--- src/rtl/cam_config_seq.sv ---
`default_nettype none
// +--------------------------------------------------------------------------+
// | Module   : cam_config_seq                                                |
// | Purpose  : Walks a camera register table held in an external synchronous |
// |            ROM after a power-on delay. Each entry becomes one SCCB       |
// |            register write. Delay and end markers are honoured, and       |
// |            NACKed writes are retried. Completion or failure is reported. |
// | Ports    : clk, rst         - clock, synchronous active-high reset       |
// |            start            - restart pulse (honoured in DONE/FAIL only) |
// |            rom_addr/rom_data- table index out, {reg,value} back 1 cy    |
// |            sccb_addr/value  - register write payload to SCCB master     |
// |            sccb_write       - 1-cycle write request                     |
// |            sccb_busy/ack    - master busy, master status (1 = NACK)     |
// |            cfg_busy/done/error, err_index - sequencer status            |
// | Revision : 1.0 - initial release                                         |
// +--------------------------------------------------------------------------+
module cam_config_seq #(
  parameter logic [19:0] POR_CYCLES = 20'hFFFFF,
  parameter logic [15:0] DELAY_UNIT = 16'd50000,
  parameter int          ROM_AW     = 8,
  parameter int          MAX_RETRY  = 2
) (
  input  logic              clk,
  input  logic              rst,
  input  logic              start,
  output logic [ROM_AW-1:0] rom_addr,
  input  logic [15:0]       rom_data,
  output logic [7:0]        sccb_addr,
  output logic [7:0]        sccb_value,
  output logic              sccb_write,
  input  logic              sccb_busy,
  input  logic              sccb_ack,
  output logic              cfg_busy,
  output logic              cfg_done,
  output logic              cfg_error,
  output logic [ROM_AW-1:0] err_index
);

  localparam int                RTRY_W      = (MAX_RETRY < 1) ? 1 : $clog2(MAX_RETRY + 1);
  localparam logic [RTRY_W-1:0] C_MAX_RETRY = RTRY_W'(MAX_RETRY);
  localparam logic [23:0]       C_POR_LAST  = 24'(POR_CYCLES) - 24'd1;
  localparam logic [ROM_AW-1:0] C_LAST_ADDR = '1;

  typedef enum logic [3:0] {
    S_POR_WAIT    = 4'd0,
    S_FETCH       = 4'd1,
    S_DECODE      = 4'd2,
    S_ISSUE       = 4'd3,
    S_WAIT_ACCEPT = 4'd4,
    S_WAIT_DONE   = 4'd5,
    S_PAUSE       = 4'd6,
    S_ADVANCE     = 4'd7,
    S_DONE        = 4'd8,
    S_FAIL        = 4'd9
  } state_t;

  state_t            r_state;
  logic [23:0]       r_cnt;    // shared by the power-on wait and delay entries
  logic [RTRY_W-1:0] r_retry;

  logic        w_is_end;
  logic        w_is_delay;
  logic [23:0] w_delay_len;

  assign w_is_end    = (rom_data == 16'hFFFF);
  assign w_is_delay  = (rom_data[15:8] == 8'hFE);
  // 8-bit count times 16-bit unit fits exactly in 24 bits
  assign w_delay_len = 24'(rom_data[7:0]) * 24'(DELAY_UNIT);

  always_ff @(posedge clk) begin
    if (rst) begin
      r_state    <= S_POR_WAIT;
      r_cnt      <= '0;
      r_retry    <= '0;
      rom_addr   <= '0;
      sccb_addr  <= '0;
      sccb_value <= '0;
      sccb_write <= 1'b0;
      cfg_busy   <= 1'b1;
      cfg_done   <= 1'b0;
      cfg_error  <= 1'b0;
      err_index  <= '0;
    end else begin
      sccb_write <= 1'b0;
      case (r_state)
        S_POR_WAIT: begin
          if (r_cnt == C_POR_LAST) begin
            r_cnt    <= '0;
            rom_addr <= '0;
            r_state  <= S_FETCH;
          end else begin
            r_cnt <= r_cnt + 24'd1;
          end
        end

        // rom_data for the current rom_addr lands at the end of this cycle
        S_FETCH: r_state <= S_DECODE;

        S_DECODE: begin
          if (w_is_end) begin
            cfg_done <= 1'b1;
            cfg_busy <= 1'b0;
            r_state  <= S_DONE;
          end else if (w_is_delay) begin
            r_cnt   <= w_delay_len;
            r_state <= (w_delay_len == 24'd0) ? S_ADVANCE : S_PAUSE;
          end else begin
            sccb_addr  <= rom_data[15:8];
            sccb_value <= rom_data[7:0];
            r_retry    <= '0;
            // Master already idle: fire now instead of spending a cycle in ISSUE
            if (!sccb_busy) begin
              sccb_write <= 1'b1;
              r_state    <= S_WAIT_ACCEPT;
            end else begin
              r_state <= S_ISSUE;
            end
          end
        end

        S_ISSUE: begin
          if (!sccb_busy) begin
            sccb_write <= 1'b1;
            r_state    <= S_WAIT_ACCEPT;
          end
        end

        S_WAIT_ACCEPT: begin
          if (sccb_busy) r_state <= S_WAIT_DONE;
        end

        // The master clears its status one cycle after idling, so the
        // ack must be judged on the very first idle cycle.
        S_WAIT_DONE: begin
          if (!sccb_busy) begin
            if (!sccb_ack) begin
              r_state <= S_ADVANCE;
            end else if (r_retry != C_MAX_RETRY) begin
              r_retry <= r_retry + 1'b1;
              r_state <= S_ISSUE;
            end else begin
              cfg_error <= 1'b1;
              err_index <= rom_addr;
              cfg_busy  <= 1'b0;
              r_state   <= S_FAIL;
            end
          end
        end

        // Loaded with a non-zero length; stays here exactly that many cycles
        S_PAUSE: begin
          if (r_cnt == 24'd1) begin
            r_state <= S_ADVANCE;
          end else begin
            r_cnt <= r_cnt - 24'd1;
          end
        end

        // Running off the end of the table counts as an end marker
        S_ADVANCE: begin
          if (rom_addr == C_LAST_ADDR) begin
            cfg_done <= 1'b1;
            cfg_busy <= 1'b0;
            r_state  <= S_DONE;
          end else begin
            rom_addr <= rom_addr + 1'b1;
            r_state  <= S_FETCH;
          end
        end

        S_DONE, S_FAIL: begin
          if (start) begin
            r_cnt     <= '0;
            rom_addr  <= '0;
            cfg_done  <= 1'b0;
            cfg_error <= 1'b0;
            err_index <= '0;
            cfg_busy  <= 1'b1;
            r_state   <= S_POR_WAIT;
          end
        end

        default: r_state <= S_POR_WAIT;
      endcase
    end
  end

endmodule
`default_nettype wire

--- config.mk ---
export PLATFORM = sky130hd
export DESIGN_NAME = cam_config_seq
export DESIGN_NICKNAME = d
export VERILOG_FILES = /design/src/rtl/cam_config_seq.sv
export SDC_FILE = /design/constraint.sdc
export NUM_CORES = 1
export LEC_CHECK = 0
export ABC_AREA = 1
export BUFFER_PORTS_ARGS = -buffer_cell sky130_fd_sc_hd__buf_2
export CAP_MARGIN = 5
export CORE_ASPECT_RATIO = 1.4
export CORE_MARGIN = 3
export CORE_UTILIZATION = 32
export CTS_CLUSTER_DIAMETER = 200
export CTS_CLUSTER_SIZE = 20
export DETAILED_ROUTE_END_ITERATION = 8
export PLACE_DENSITY_LB_ADDON = 0.12
export SKIP_LAST_GASP = 1
export SLEW_MARGIN = 10
export SYNTH_ARGS = -nofsm -noshare
export SYNTH_HDL_FRONTEND = slang
export SYNTH_SLANG_ARGS = --single-unit
--- constraint.sdc ---
create_clock -name clk -period 7.9 [get_ports clk]
set_clock_uncertainty 0.15 [all_clocks]
set_input_delay 0.395 -clock clk [delete_from_list [all_inputs] [get_ports clk]]
set_output_delay 0.395 -clock clk [all_outputs]
set_load 0.1 [all_outputs]
==> impl_metrics.ini <==
[run_status]
status = complete, no violations

[synth]
yosysMostFrequentCell = nand2_1
synth_top_area_share_pct = 22.08
synth_commonest_cells = 183 x nand2_1, 114 x inv_1, 101 x nor2_1, 66 x dfxtp_1, 60 x ha_1
yosysSeqAreaShare_pct = 22.08
syn_area_mm2 = 0.005983
synth_warnings = 0
ys.flop_type = dfxtp_1
synth-edff-count = 0
ys_types = 51
avgSynthCellArea_um2 = 6.641
synth_area_leaders = dfxtp_1 22%, ha_1 13%, nand2_1 11%
async_flop_share_pct = 0
yosys.area.top_type = dfxtp_1
syn_nets = 994
ys_ff_latch = 66
synth_cells = 901

[cells_and_area]
n_antenna_cell = 0
fin_cells = 1194
final_layout_size_suffix_gt1_share_pct = 13.10
fillCellCount = 2054
stdcell_area_mm2 = 0.006787
fin_nets = 1042
synthToLayoutAreaGrowth_pct = 13.43

[cts]
cts_setup_buffers = 0
cts_tree = yes
cts_resized = 0
clk_pin_slew_ps = 60
cts_buffers = 9
clock_latency_ps = 340
cts-htree-levels = 3
cts.sinks = 66
clock-root-buffer = clkbuf_16
postCtsHoldBufs = 0
clockBufferDepth = 2

[timing]
maxSlewHeadroom_pct = 46.24
tns_ps = 0
grt_setup_unrepaired = false
fin_ws_ps = 3869
final_hold_viol_count = 0
worst_pin_slew_ps = 799.0
maxSlewViolCount = 0
fin_crit_ps = 4031
setup_viol = 0
post-route-period-util_pct = 51.03
fmax_mhz = 248.1

[placement]
dp.cells = 1178
place_area_mm2 = 0.006466
dp_hpwl_um = 15090
gp_congestion = 0.8505
pre_cts_ws_ps = 3485
port-buffer-count = 56

[drt]
via_count = 6064
drt_wl_total_um = 18740
vias_per_cell = 5.079
drt.antenna.violating_nets = 0
dr.pass1.iters = 5
drt_iter0_markers = 319
wire_per_inst_um = 15.69
route.detailed.drc = 0

[grt]
gr-total-overflow = 0
grt_pass1_wl_um = 30410
grt_max_degree = 28
antenna_found_initial = 0
track_usage_pct = 18.67
first_global_vias = 5996

[critical_path]
criticalPathCategory = primary input to register
required_ps = 8020
crit_top_cell = nand2_1
path_cells = buf_2, ha_1, ha_1, inv_1, fa_1, inv_1, fa_1, ha_1, or2_2, nand3_1, nand2_1, nand2_1, nand2_1, nor2_1, nand3_1, nor2_1, nand3_1, nand2_1, nand2_1, nand2_1, nand2_1, a21oi_1
critPathMaxFanout = 8
worstSetupEndpointType = register
critPathArrivalTime_ps = 4150
max_stage_delay_ps = 500
crit_path_top_delay_cell = fa_1
worstSetupStartpointType = primary input

[die]
die_height_um = 167.8
dieArea_mm2 = 0.02040
io_pins = 57
rows = 58
start_util_pct = 32.98
core-area_mm2 = 0.01814
die_w_um = 121.6

[power_and_ir_drop]
p_per_area_mw_per_mm2 = 313.4
ir_worst_vdd_uv = 138.8
p_leak_nw = 3.170

[worst_hold_path]
holdCritPathClass = primary input to register

[run]
drv_cap = 0
==> worst paths after layout <==
path	from	endpoint	slack [ps]	cells past startpoint
setup reg to reg	r_state[1]	r_cnt[19]	5000	14
hold / removal	rom_data[14]	sccb_addr[6]	140	3
hold reg to reg	err_index[6]	err_index[6]	310	2
setup / recovery	rom_data[2]	r_state[0]	3870	22
==> flip-flops by register name, summed over array words and instances (netlist names) <==
name and cells:
r_cnt 24, err_index 8, rom_addr 8, sccb_addr 8
sccb_value 8, r_state 4, r_retry 2, cfg_busy 1
cfg_done 1, cfg_error 1, sccb_write 1
==> per-stage QoR <==
step                total power [mW]  hold WS, ps  util [%]
floorplan                      1.404        283.1         -
global placement               1.702        296.8     35.64
detailed placement             1.692        302.8     35.64
CTS                            2.144        139.0     37.41
global route                   2.327        151.7     37.41
finish                         2.127        143.0     37.41
==> layout by cell type (no fill, tap or decap), drive strengths merged, types with 5 or more instances in the layout <==
cell type / instances
a31oi: 19
xor2: 11
nor3: 22
buf: 59
a21oi: 59
fa: 12
nor2: 116
dfxtp: 66
nand2: 192
o21ai: 75
nand3b: 5
inv: 123
a211oi: 9
o22ai: 8
nor4: 5
nand3: 54
nand4: 14
ha: 60
clkbuf: 10
==> cell families after synthesis <==
family | after synthesis | share of synthesized area [%]
flops | 66 | 22.08
buf+inv | 147 | 9.891
xor+xnor | 13 | 1.903
compound gates | 190 | 18.51
simple gates | 413 | 31.05
fa+ha+maj | 72 | 16.56
==> layer usage <==
layer,track usage [%],vias up,wire length (µm)
li1,-,3122,-
met1,21.49,2820,7721
met2,34.85,94,10030
met3,2.453,28,524
met4,6.436,0,460
met5,0,-,0
==> report_power, final <==
part	internal, mW	switching, mW
logic	0.383	0.817
clock network	0.277	0.160
registers	0.394	0.0954
total	1.05	1.07
==> worst max-delay path, delay by kind of cell <==
family,cells,cell delay [ps]
adder cells (fa/ha/maj),5,2010
AND/OR/NAND/NOR,13,1390
buffers and inverters,3,260
AO/OA/AOI/OAI,1,110
==> final cells by class <==
cell class                      instances  area (µm²)  share of cell area [%]
Tap cell                              240       300.3                   4.425
Inverter                              125       471.7                   6.951
Timing Repair Buffer                   59       302.8                   4.462
Sequential cell                        66        1321                   19.47
Clock buffer                           10       229.0                   3.374
Clock inverter                          6       91.34                   1.346
Multi-Input combinational cell        688        4070                   59.97
No activity file was read; power rests on OpenSTA's default activity.
